$ cat src/rtl/instr_fetch.sv
// instr_fetch: 6502 fetch stage, sizes each instruction from its opcode (reset-vector fetch under INSTR_FETCH_VECTOR_EN).
// Latency: OPC entry to instr_valid is len+1 cycles; one instruction per len+2 cycles with instr_ready high.
// Backpressure: bundle held stable in OUT with no memory reads until instr_ready; pc_load redirects from OPC..OUT.
module instr_fetch #(
    parameter logic [15:0] RESET_PC = 16'h0200
) (
    input  logic        clk,
    input  logic        rst_n,
    output logic [15:0] mem_addr,
    output logic        mem_rd,
    input  logic [7:0]  mem_rdata,
    input  logic        pc_load,
    input  logic [15:0] pc_new,
    output logic        instr_valid,
    input  logic        instr_ready,
    output logic [7:0]  instr_opcode,
    output logic [7:0]  instr_op1,
    output logic [7:0]  instr_op2,
    output logic [1:0]  instr_len,
    output logic [15:0] instr_pc
);

`ifdef INSTR_FETCH_VECTOR_EN
    typedef enum logic [2:0] {VEC0, VEC1, VEC2, OPC, DEC, OP1, OP2, OUT} state_t;
    localparam state_t RST_STATE = VEC0;
`else
    typedef enum logic [2:0] {OPC, DEC, OP1, OP2, OUT} state_t;
    localparam state_t RST_STATE = OPC;
`endif

    typedef struct packed {
        logic [7:0]  opcode;
        logic [7:0]  op1;
        logic [7:0]  op2;
        logic [1:0]  len;
        logic [15:0] pc;
    } bundle_t;

    state_t      state, state_nx;
    logic [15:0] pc, pc_nx;
    bundle_t     bnd, bnd_nx;
    logic        rd;
    logic [15:0] addr;
    logic        redir_ok;
    logic [1:0]  len_dec;
    logic [15:0] pc_p1, pc_p2;

    function automatic logic [1:0] op_len(input logic [7:0] o);
        logic [3:0] n;
        logic [3:0] h;
        n = o[3:0];
        h = o[7:4];
        if (n == 4'h8 || n == 4'hA || o == 8'h00 || o == 8'h40 || o == 8'h60)
            op_len = 2'd1;
        else if (n >= 4'hC || (n == 4'h9 && h[0]) || o == 8'h20)
            op_len = 2'd3;
        else
            op_len = 2'd2;
    endfunction

    assign len_dec = op_len(mem_rdata);
    assign pc_p1   = pc + 16'd1;
    assign pc_p2   = pc + 16'd2;

    always_ff @(posedge clk or negedge rst_n) begin
        if (!rst_n) begin
            state <= RST_STATE;
            pc    <= RESET_PC;
            bnd   <= '0;
        end else begin
            state <= state_nx;
            pc    <= pc_nx;
            bnd   <= bnd_nx;
        end
    end

    always_comb begin
        state_nx = state;
        pc_nx    = pc;
        bnd_nx   = bnd;
        rd       = 1'b0;
        addr     = 16'h0000;
        redir_ok = 1'b1;
        case (state)
`ifdef INSTR_FETCH_VECTOR_EN
            VEC0: begin
                rd       = 1'b1;
                addr     = 16'hFFFC;
                redir_ok = 1'b0;
                state_nx = VEC1;
            end
            VEC1: begin
                rd       = 1'b1;
                addr     = 16'hFFFD;
                redir_ok = 1'b0;
                pc_nx    = {pc[15:8], mem_rdata};
                state_nx = VEC2;
            end
            VEC2: begin
                redir_ok = 1'b0;
                pc_nx    = {mem_rdata, pc[7:0]};
                state_nx = OPC;
            end
`endif
            OPC: begin
                rd       = 1'b1;
                addr     = pc;
                state_nx = DEC;
            end
            DEC: begin
                bnd_nx.opcode = mem_rdata;
                bnd_nx.op1    = 8'h00;
                bnd_nx.op2    = 8'h00;
                bnd_nx.len    = len_dec;
                bnd_nx.pc     = pc;
                if (len_dec == 2'd1) begin
                    state_nx = OUT;
                end else begin
                    rd       = 1'b1;
                    addr     = pc_p1;
                    state_nx = OP1;
                end
            end
            OP1: begin
                bnd_nx.op1 = mem_rdata;
                if (bnd.len == 2'd3) begin
                    rd       = 1'b1;
                    addr     = pc_p2;
                    state_nx = OP2;
                end else begin
                    state_nx = OUT;
                end
            end
            OP2: begin
                bnd_nx.op2 = mem_rdata;
                state_nx   = OUT;
            end
            OUT: begin
                if (instr_ready) begin
                    pc_nx    = pc + {14'd0, bnd.len};
                    state_nx = OPC;
                end
            end
            default: state_nx = OPC;
        endcase
        // A redirect overrides both the in-flight fetch and a same-cycle transfer's PC+len.
        if (pc_load && redir_ok) begin
            pc_nx    = pc_new;
            state_nx = OPC;
        end
    end

    // Memory strobe is forced low while reset is held so the port is quiet from the moment rst_n falls.
    assign mem_rd       = rst_n & rd;
    assign mem_addr     = rst_n ? addr : 16'h0000;
    assign instr_valid  = (state == OUT);
    assign instr_opcode = bnd.opcode;
    assign instr_op1    = bnd.op1;
    assign instr_op2    = bnd.op2;
    assign instr_len    = bnd.len;
    assign instr_pc     = bnd.pc;

endmodule

$ cat config.mk
export PLATFORM = sky130hd
export DESIGN_NAME = instr_fetch
export DESIGN_NICKNAME = d
export VERILOG_FILES = /design/src/rtl/instr_fetch.sv
export SDC_FILE = /design/constraint.sdc
export NUM_CORES = 1
export LEC_CHECK = 0
export CAP_MARGIN = 20
export CELL_PAD_IN_SITES_DETAIL_PLACEMENT = 1
export CELL_PAD_IN_SITES_GLOBAL_PLACEMENT = 1
export CORE_ASPECT_RATIO = 1.75
export CORE_MARGIN = 2
export CORE_UTILIZATION = 34
export CTS_CLUSTER_DIAMETER = 150
export CTS_CLUSTER_SIZE = 10
export DETAILED_ROUTE_END_ITERATION = 16
export GPL_TIMING_DRIVEN = 0
export PLACE_DENSITY_LB_ADDON = 0.1
export SLEW_MARGIN = 5
export SYNTH_ARGS = -nofsm -noshare
export SYNTH_HDL_FRONTEND = slang
export SYNTH_SLANG_ARGS = --single-unit
export TNS_END_PERCENT = 5
$ cat constraint.sdc
create_clock -name clk -period 2.16 [get_ports clk]
set_input_delay 0.432 -clock clk [delete_from_list [all_inputs] [get_ports clk]]
set_output_delay 0.432 -clock clk [all_outputs]
set_load 0.005 [all_outputs]
Word level (Yosys, flattened, before mapping) --
Cells that the tools add are included.
Word-level totals: register bits after elaboration 61, logic and storage cells 58, output and inout bits 60, input bits 28
Operators by class: muxes and demuxes 19, $lt $le $gt $ge 1, bitwise gates (word level) 1, equal/unequal tests 13, reduce and logical (&&, ||, !) cells 14, $add $sub $neg 3
Operator list (count):
- two-way mux 16 bit | 6
- case mux 16 bit (3 select lines) | 1
- case mux 8 bit (2 select lines) | 2
- adder 16 x 1 -> 16 bit, second input constant | 1
- adder 16 x 2 -> 16 bit | 1
- adder 16 x 2 -> 16 bit, second input constant | 1
- equality test 8 x 7 -> 1 bit, second input constant | 2
- case mux 3 bit (5 select lines) | 1
- equality test 4 bit, second input constant | 3
- two-way mux 3 bit | 4
- equality test 8 x 6 -> 1 bit, second input constant | 1
- zero test 8 bit | 1
- nonzero test 2 bit | 4
- equality test 3 x 2 -> 1 bit, second input constant | 2
- logical OR 1 bit | 6
- greater-or-equal comparator 4 bit, second input constant | 1
- equality test 3 x 1 -> 1 bit, second input constant | 1
- equality test 3 bit, second input constant | 1
- zero test 3 bit | 1
- two-way mux 1 bit | 3
- != test 3 x 2 -> 1 bit, second input constant | 1
- case mux 1 bit (3 select lines) | 1
- equality test 2 x 1 -> 1 bit, second input constant | 1
- equality test 2 bit, second input constant | 1
- other kinds (4) | 4

Longest topological paths before layout --
Gate-level depths: netlist (run 1).
depth in word-level cells 10, depth in mapped cells 8, depth with buffers taken out 7

Least setup slack after synthesis (run 1) --
No wires, ideal clock.
path kind input-to-output, start point input mem_rdata[2], end point output mem_addr[10], arrival 1787 ps, required time 1728 ps, stages on the path 5, path buffers 0, slack -59 ps, cell sequence or4_1 or3_4 nand2_2 o21ai_0 a21o_1
On the way: cells in the longest elaborated chain, start to end 10, elaborated cells between the ends (all ways) 21, those cells by class order compare: 1; eq/ne: 7; mux: 5; reduce/logical: 8
RTL lines:
- start: declaration | line 11 | input logic [7:0] mem_rdata,
- branches (longest 5 deep; another with greater-or-equal comparator 4 bit)
- two-way mux 2 bit (*) | line 53 | if (n == 4'h8 || n == 4'hA || o == 8'h00 || o == 8'h40 || o == 8'h60)
- equality test 2 x 1 -> 1 bit (*) | line 116 | if (len_dec == 2'd1) begin
- two-way mux 16 bit (*) | line 116
- case mux 16 bit (3 select lines) (*) | line 84 | case (state)
- two-way mux 16 bit (*) | line 155 | assign mem_addr = rst_n ? addr : 16'h0000;
- end: declaration | line 9 | output logic [15:0] mem_addr,
Every way passes the cells marked *.

Worst setup path after layout (run 1) --
start point register state[0], end point output mem_addr[2]
On the way: cells in the longest elaborated chain, start to end 3, elaborated cells between the ends (all ways) 5, those cells by class eq/ne: 2; mux: 2; reduce/logical: 1
RTL lines:
- start: declaration | line 39 | state_t state, state_nx;
- start signal: assignment | line 71 | state <= state_nx;
- equality test 3 x 2 -> 1 bit (tied with other cells) | line 84
- case mux 16 bit (3 select lines) (*) | line 84
- two-way mux 16 bit (*) | line 155
Mark *: on every way between the ends. The rest lies on a longest branch, timed or not.

==> results.cfg, run 1 <==
[clock_network]
cts.sinks = 61
ctsLongestPathBuffers = 2
numCtsBuffers = 9
cts_tree = done
clk_pin_slew_ps = 60
htreeDepth = 3
root_buffer = clkbuf_16
insertion_delay_ps = 340

[global_routing]
use_met2 = 0.441
grt_first_pass_wirelength_microns = 21200
grt_antenna_before_repair = 0
grt.busiest_layer = met2
grt_pass1_vias = 4051
grt.total_usage = 0.241
gr-total-overflow = 0
grtUsageMet3 = 0.0407
grt_util_met1 = 0.252
grt_max_degree = 63

[die]
die_h_microns = 142
dieWidth_microns = 82.7
io_pins = 88
die-area_sq_mm = 0.0117
num_rows = 50
start_util = 0.346
core_sq_mm = 0.0106

[layout]
nets = 573
multi_input_area_sq_mm = 0.00219
drive_gt1_frac = 0.297
final_util = 0.512
fillers = 1250
area_growth_syn_to_layout_pct = 48.0
seqCellArea_sq_mm = 0.00153
diodes = 0

[place]
post-dp-hpwl_microns = 9350
dp_slack_ps = -1320
routabilityCongestion = 0.828
io_buffers = 85

[drt]
drt_iter0_drc = 122
first_pass_iters = 4
wirelength_microns = 13200
num_vias = 3702
wl_per_cell_microns = 19.5
drtAntennaViolNets = 0
drcViolationCount = 0
vias_per_cell = 5.48

[synthesis]
yosysWarnings = 0
netlist.top_cell.by_area = dfrtp_1
synthArstFlopShare = 1.00
syn_avg_cell_area_sq_um = 8.79
syn_area_sq_mm = 0.00368
ys_ff_latch = 61
yosysMostFrequentCell = nand2_1
yosysTopAreaCellShare = 0.408
ys_seq_area_frac = 0.415
syn_inst = 419
ys_top_cells_by_area = dfrtp_1, mux2_2, nand2_1
synth_nets = 452
synth_top_cells_by_count = nand2_1, dfrtp_1, o21ai_0
synth_edf_count = 0
synth_cell_type_count = 60
synth_ff_type = dfrtp_1

[sta]
worst_pin_slew_ps = 559
finalWorstSetupSlack_ps = -550
fmax_mhz = 369
finalSetupTns_ps = -9400
finalHoldViolCount = 0
period_minus_slack_ps = 2710
rsz0062_at_grt = true
skew_ps = 9.60
holdWs_ps = 26.9
final-max-slew-violation-count = 0
maxSlewHeadroom = 0.627
min_period_over_period = 1.25
setup_violations = 27

[pwr]
p_seq_frac = 0.294
sw_frac_of_total = 0.343
switching_power_uw = 2120
leakagePower_uw = 0.00221
p_int_uw = 4060
vdd_drop_max_mv = 0.544
pwr-share-comb = 0.463
p_clk_frac = 0.243
powerDensity_mw_per_mm2 = 1130
finalPower_uw = 6180

[run_status]
violations = negative setup slack
outcome = finished, violations left

[worst_setup_path]
crit_required_ps = 1730
r2r_cells = 9
cp-end-kind = output port
crit_fanout = 5
start_kind = flop
worstPathArrival_ps = 2280
setup.worst_path.class = reg2out

[run]
maxCapViolCount = 0

[worst_hold_path]
hp-class = in2async
## routing by layer
metal | part of all wire | wire [microns] | up-vias
li1 | - | - | 1725
met1 | 0.36 | 4700 | 1828
met2 | 0.56 | 7410 | 111
met3 | 0.039 | 509 | 38
met4 | 0.040 | 531 | 0
met5 | 0 | 0 | -
## final timing paths
| check | start | endpoint | slack, ps |
|---|---|---|---|
| setup / recovery | state[0]$_DFFE_PN0P_ | mem_addr[2] | -550 |
| hold / removal | rst_n | instr_opcode[4]$_DFFE_PN0P_ | 30 |
| setup reg to reg | pc[0]$_DFFE_PN0P_ | pc[10]$_DFFE_PN0P_ | -200 |
| hold reg to reg | instr_op2[4]$_DFFE_PN0P_ | instr_op2[4]$_DFFE_PN0P_ | 470 |
| max in group asynchronous | rst_n | state[1]$_DFFE_PN0P_ | 1730 |
| min in group clk | mem_rdata[7] | instr_op2[7]$_DFFE_PN0P_ | 410 |
## cell families after synthesis
| family | after synthesis | share of synthesized area |
|---|---|---|
| muxes | 23 | 0.0700 |
| xor gates and xnor gates | 22 | 0.0523 |
| DFF | 61 | 0.415 |
| adders and majority gates | 5 | 0.0190 |
| AOI/OAI and AO/OA | 106 | 0.172 |
| buffers and inverters | 41 | 0.0516 |
| and+or+nand+nor | 161 | 0.221 |
## worst max-delay path, cell delays in order (launching register included)
cell,delay (ps)
dfrtp_1,350
buf_6,110
or3b_4,410
a21o_1,220
nor2_4,140
buf_6,140
buf_6,90
nand3b_1,90
a31oi_2,230
buf_2,150
## stage by stage
step	instances	area, sq um
6_report	675	5450
5_1_grt	675	5450
4_1_cts	672	5360
3_5_place_dp	634	4700
3_3_place_gp	634	4710
2_1_floorplan	419	3690
## power by group through the flow
stage                     clock (uW)  sequential, uW  combinational (uW)
after floorplan                    0            1810                1180
after detailed placement           0            1830                2520
after CTS                       1530            1820                2830
final                           1500            1820                2860
after global routing            1590            1870                3150
after global placement             0            1810                2470
## final cells by class
cell class / instances / area share
Inverter: 6 / 0.00413
Timing Repair Buffer: 115 / 0.187
Multi-Input combinational cell: 317 / 0.401
Buffer: 30 / 0.0399
Tap cell: 130 / 0.0298
Clock inverter: 7 / 0.0147
Clock buffer: 9 / 0.0413
Sequential cell: 61 / 0.281
## cell usage in the layout (no fill, tap or decap), types with 4 or more instances in the layout
cell type	n
inv_1	6
clkbuf_2	4
buf_6	8
nor2b_1	8
nand2_1	61
dfrtp_2	5
or3_1	5
o21ai_0	42
nor3_1	8
clkdlybuf4s50_1	60
o21ai_1	8
dlygate4sd2_1	7
nand4_1	5
buf_2	16
a21o_1	4
mux2_2	22
a21oi_1	15
xnor2_1	13
buf_4	32
xor2_1	8
clkbuf_16	9
dfrtp_1	55
a31oi_1	12
clkbuf_1	5
nand3_1	6
nor2_1	23
## what timing repair did
item                                    CTS  global route
gates resized for setup                 143            26
gates cloned                              1             0
hold buffers                              0             0
pin swaps                                20             9
endpoints found under the setup margin   24            28
setup buffers                            25             4
## sequential cells by signal (all words and copies together) (netlist names)
name and cells:
instr_op1 8, state 3, pc 16, instr_opcode 8, instr_len 2, instr_pc 16
instr_op2 8
Power figures use the tool's default switching activity.
==> run 2, diff against run 1 <==
--- a/config.mk
+++ b/config.mk
@@ -10,10 +10,11 @@
 export CELL_PAD_IN_SITES_GLOBAL_PLACEMENT = 1
 export CORE_ASPECT_RATIO = 1.75
 export CORE_MARGIN = 2
-export CORE_UTILIZATION = 34
+export CORE_UTILIZATION = 35
 export CTS_CLUSTER_DIAMETER = 150
 export CTS_CLUSTER_SIZE = 10
 export DETAILED_ROUTE_END_ITERATION = 16
+export DONT_BUFFER_PORTS = 1
 export GPL_TIMING_DRIVEN = 0
 export PLACE_DENSITY_LB_ADDON = 0.1
 export SLEW_MARGIN = 5
==> constraint.sdc (replaced) <==
create_clock -name clk -period 3.4 [get_ports clk]
set_input_delay 0.68 -clock clk [delete_from_list [all_inputs] [get_ports clk]]
set_output_delay 0.68 -clock clk [all_outputs]
set_load 0.005 [all_outputs]
==> results.cfg, run 2 (synthesis gave the netlist of run 1 again) <==
[global_routing]
grt.total_usage = 0.230
grt_antenna_before_repair = 0
grt_first_pass_wirelength_microns = 19600
gr-total-overflow = 0
grt_max_degree = 63
grt_pass1_vias = 3547

[worst_setup_path]
reg2reg_slack_ps = 750
r2r_cells = 8
crit_path_end = mem_addr[9]
start_kind = flop
setup.worst_path.class = reg2out
crit_required_ps = 2720
r2r-end = pc[12]$_DFFE_PN0P_
crit_fanout = 7
rr_startpoint = pc[0]$_DFFE_PN0P_
worstPathArrival_ps = 2520
cp-startpoint = pc[1]$_DFFE_PN0P_
cp-end-kind = output port

[clock_network]
numCtsBuffers = 9
cts.sinks = 61
root_buffer = clkbuf_16
cts_tree = done
ctsLongestPathBuffers = 2
htreeDepth = 3
ctsHoldBuffers = 0
postCtsSetupBuffers = 0
insertion_delay_ps = 340
ctsResizeCount = 0
clk_pin_slew_ps = 60

[sta]
finalWorstSetupSlack_ps = 200
holdWs_ps = 36.1
skew_ps = 6.94
setup_violations = 0
final-max-slew-violation-count = 0
maxSlewHeadroom = 0.531
finalSetupTns_ps = 0
period_minus_slack_ps = 3200
min_period_over_period = 0.941
finalHoldViolCount = 0
rsz0062_at_grt = false
fmax_mhz = 313
worst_pin_slew_ps = 703

[layout]
diodes = 0
nets = 464
drive_gt1_frac = 0.147
layoutNonFillerInstCount = 563
area_growth_syn_to_layout_pct = 12.4
final_cell_mix = nand2_1, dfrtp_1, o21ai_0
mostFrequentLayoutCell = nand2_1

[die]
dieWidth_microns = 81.6
io_pins = 88
start_util = 0.360
die-area_sq_mm = 0.0114
core_sq_mm = 0.0102
die_h_microns = 140
num_rows = 49

[pwr]
powerDensity_mw_per_mm2 = 751
vdd_drop_max_mv = 0.307
leakagePower_uw = 0.00163

[drt]
first_pass_iters = 4
drtAntennaViolNets = 0
wl_per_cell_microns = 21.9
num_vias = 3239
wirelength_microns = 12400
drcViolationCount = 0
vias_per_cell = 5.75
drt_iter0_drc = 108

[place]
routabilityCongestion = 0.814
post-dp-hpwl_microns = 9060
dpl.cell_count = 546
dp_slack_ps = 381
io_buffers = 0

[run]
maxCapViolCount = 0

[worst_hold_path]
hp-class = in2async

[run_status]
outcome = completed
## run 2: cell count changes in the layout (fill, tap and decap cells not counted), sizes merged
| cell | change |
|---|---|
| clkbuf | +7 |
| clkdlybuf4s50 | -60 |
| dlygate4sd2 | -7 |
| clkdlybuf4s15 | -2 |
| inv | -4 |
| clkinv | +1 |
| buf | -44 |
## run 2: worst min-delay path by stage
| stage | startpoint | endpoint | slack [ps] |
|---|---|---|---|
| finish | rst_n | pc[10]$_DFFE_PN0P_ | 40 |
| global route | rst_n | pc[1]$_DFFE_PN0P_ | 20 |
| CTS | rst_n | pc[13]$_DFFE_PN0P_ | 20 |
| detailed placement | rst_n | instr_op1[5]$_DFFE_PN0P_ | 390 |
| global placement | rst_n | instr_op1[5]$_DFFE_PN0P_ | 390 |
| floorplan | rst_n | instr_len[0]$_DFFE_PN0P_ | 380 |
## run 2: area by class of cell
cell class | count | area, sq um
repair buffers | 1 | 5.00
plain buffers | 35 | 168
flip-flops and latches | 61 | 1530
clock inverters | 4 | 47.5
well taps | 127 | 159
inverters | 6 | 22.5
fillers | 1195 | 6100
clock buffers | 12 | 246
multi-input cells | 317 | 1970
## run 2: metrics by stage
step	utilization	power [uW]	cell area, sq um
2_1_floorplan	-	1890	3680
3_3_place_gp	0.375	2170	3840
6_report	0.404	3110	4140
3_5_place_dp	0.375	2210	3840
4_1_cts	0.404	3150	4140
5_1_grt	0.404	3330	4140
## run 2: critical path: stages (launching register included)
cell and delay (ps):
dfrtp_1 520, ha_1 330, inv_1 120, or2_1 240
clkbuf_1 180, or4_1 500, a31oi_1 290
## run 2: metal layers
layer | vias up | global-route usage | wire [microns] | part of all wire
met4 | 0 | 0.105 | 348 | 0.028
met3 | 24 | 0.0623 | 706 | 0.057
met2 | 99 | 0.412 | 6710 | 0.54
met5 | - | 0 | 0 | 0
met1 | 1604 | 0.241 | 4590 | 0.37
li1 | 1512 | - | - | -
## run 2: power by group
part | leakage [uW] | internal [uW] | switching, uW
combinational | 0.000723 | 410 | 570
sequential | 0.000764 | 983 | 219
clock | 0.000143 | 585 | 344
==> run 3, diff against run 2 <==
--- a/config.mk
+++ b/config.mk
@@ -10,7 +10,7 @@
 export CELL_PAD_IN_SITES_GLOBAL_PLACEMENT = 1
 export CORE_ASPECT_RATIO = 1.75
 export CORE_MARGIN = 2
-export CORE_UTILIZATION = 35
+export CORE_UTILIZATION = 51
 export CTS_CLUSTER_DIAMETER = 150
 export CTS_CLUSTER_SIZE = 10
 export DETAILED_ROUTE_END_ITERATION = 16
==> results.cfg, run 3 (synthesis gave the netlist of run 1 again) <==
[clock_network]
cts.sinks = 61
ctsHoldBuffers = 0
htreeDepth = 3
insertion_delay_ps = 330
clk_pin_slew_ps = 50
ctsLongestPathBuffers = 2
ctsResizeCount = 0
numCtsBuffers = 9
cts_tree = done
postCtsSetupBuffers = 0
root_buffer = clkbuf_16

[pwr]
pwr-share-comb = 0.310
leakagePower_uw = 0.00165
p_int_uw = 2060
p_clk_frac = 0.311
powerDensity_mw_per_mm2 = 770
switching_power_uw = 1120
vdd_drop_max_mv = 0.470
p_seq_frac = 0.379
sw_frac_of_total = 0.352

[die]
num_rows = 41
die-area_sq_mm = 0.00795
dieWidth_microns = 68.2
start_util = 0.517
die_h_microns = 116
io_pins = 88
core_sq_mm = 0.00713

[drt]
drt_iter0_drc = 198
drcViolationCount = 0
vias_per_cell = 6.25
wirelength_microns = 11500
wl_per_cell_microns = 22.1
num_vias = 3263
drtAntennaViolNets = 0
first_pass_iters = 4

[worst_setup_path]
slowest_stage = dfrtp_1
worst_path_largest_cell_delay_ps = 380
worstPathCellList = buf_2, nand3_1, nor2_1, nand2_1, o32a_1, a31oi_1
setup.worst_path.class = reg2out
start_kind = flop
worstPathArrival_ps = 2490
r2r_cells = 8
crit_required_ps = 2720
cp-end-kind = output port
crit_fanout = 10

[layout]
drive_gt1_frac = 0.151
fillers = 848
mostFrequentLayoutCell = nand2_1
area_growth_syn_to_layout_pct = 11.9
nets = 464
diodes = 0
final_cell_mix = nand2_1, dfrtp_1, o21ai_0

[global_routing]
grt_max_degree = 63
grt_pass1_vias = 3555
grt.total_usage = 0.310
gr-total-overflow = 0
grt_antenna_before_repair = 0
grt_first_pass_wirelength_microns = 18100

[sta]
finalHoldViolCount = 0
worst_pin_slew_ps = 633
fmax_mhz = 316
skew_ps = 7.06
final-max-slew-violation-count = 0
setup_violations = 0
maxSlewHeadroom = 0.578
rsz0062_at_grt = false
finalWorstSetupSlack_ps = 234
finalSetupTns_ps = 0
period_minus_slack_ps = 3170
min_period_over_period = 0.931

[place]
routabilityCongestion = 0.912
post-dp-hpwl_microns = 8710
dp_slack_ps = 500
io_buffers = 0

[run]
maxCapViolCount = 0

[worst_hold_path]
hp-class = in2async

[run_status]
outcome = completed
## run 3: changes by cell type in the layout (fill, tap and decap cells not counted), sizes merged
cell,before,now
clkbuf,30,28
clkinv,2,3
bufinv,1,2
## run 3: layout make-up
| type | instances | area, sq um | area share |
|---|---|---|---|
| plain buffers | 35 | 168 | 0.0407 |
| clock buffers | 10 | 239 | 0.0580 |
| clock inverters | 6 | 86.3 | 0.0209 |
| inverters | 6 | 22.5 | 0.00546 |
| multi-input cells | 317 | 1970 | 0.477 |
| flip-flops and latches | 61 | 1530 | 0.371 |
| well taps | 86 | 108 | 0.0261 |
| repair buffers | 1 | 5.00 | 0.00121 |
## run 3: power groups by stage
stage               logic (uW)  clock network [uW]  registers [uW]
floorplan                  745                   0            1150
global placement           931                   0            1200
finish                     983                 988            1200
global route              1090                1040            1240
detailed placement         976                   0            1220
CTS                        988                1000            1210
## run 3: critical path: cells and delay by family (launching register included)
family,cells,cell delay [ps]
buf+inv,1,240
simple gates,3,910
compound gates,2,620
flops,1,380
## run 3: final timing paths
path	start	end	slack [ps]
min in group clk	pc_new[9]	pc[9]$_DFFE_PN1P_	450
min	rst_n	instr_pc[9]$_DFFE_PN0P_	40
max reg2reg	pc[0]$_DFFE_PN0P_	pc[12]$_DFFE_PN0P_	760
min reg2reg	instr_pc[1]$_DFFE_PN0P_	instr_pc[1]$_DFFE_PN0P_	520
max in group asynchronous	rst_n	pc[9]$_DFFE_PN1P_	3180
max	pc[3]$_DFFE_PN0P_	mem_addr[12]	230
## run 3: per-layer routing
metal  share of wire  vias to the layer above  global-route usage
met3           0.044                       16              0.0694
met2            0.58                       85               0.592
met5               0                        -                   0
met4           0.017                        0              0.0933
li1                -                     1515                   -
met1            0.36                     1647               0.323
## run 3: per-stage QoR
stage                     total power (uW)  instance area, sq um  utilization  cells  hold WS, ps
after detailed placement              2190                  3790        0.532    505          386
final                                 3170                  4120        0.578    522         38.9
after CTS                             3200                  4120        0.577    521         34.8
after global placement                2130                  3790        0.532    505          386
after floorplan                       1890                  3680            -    419          384
after global routing                  3370                  4120        0.578    522         32.2
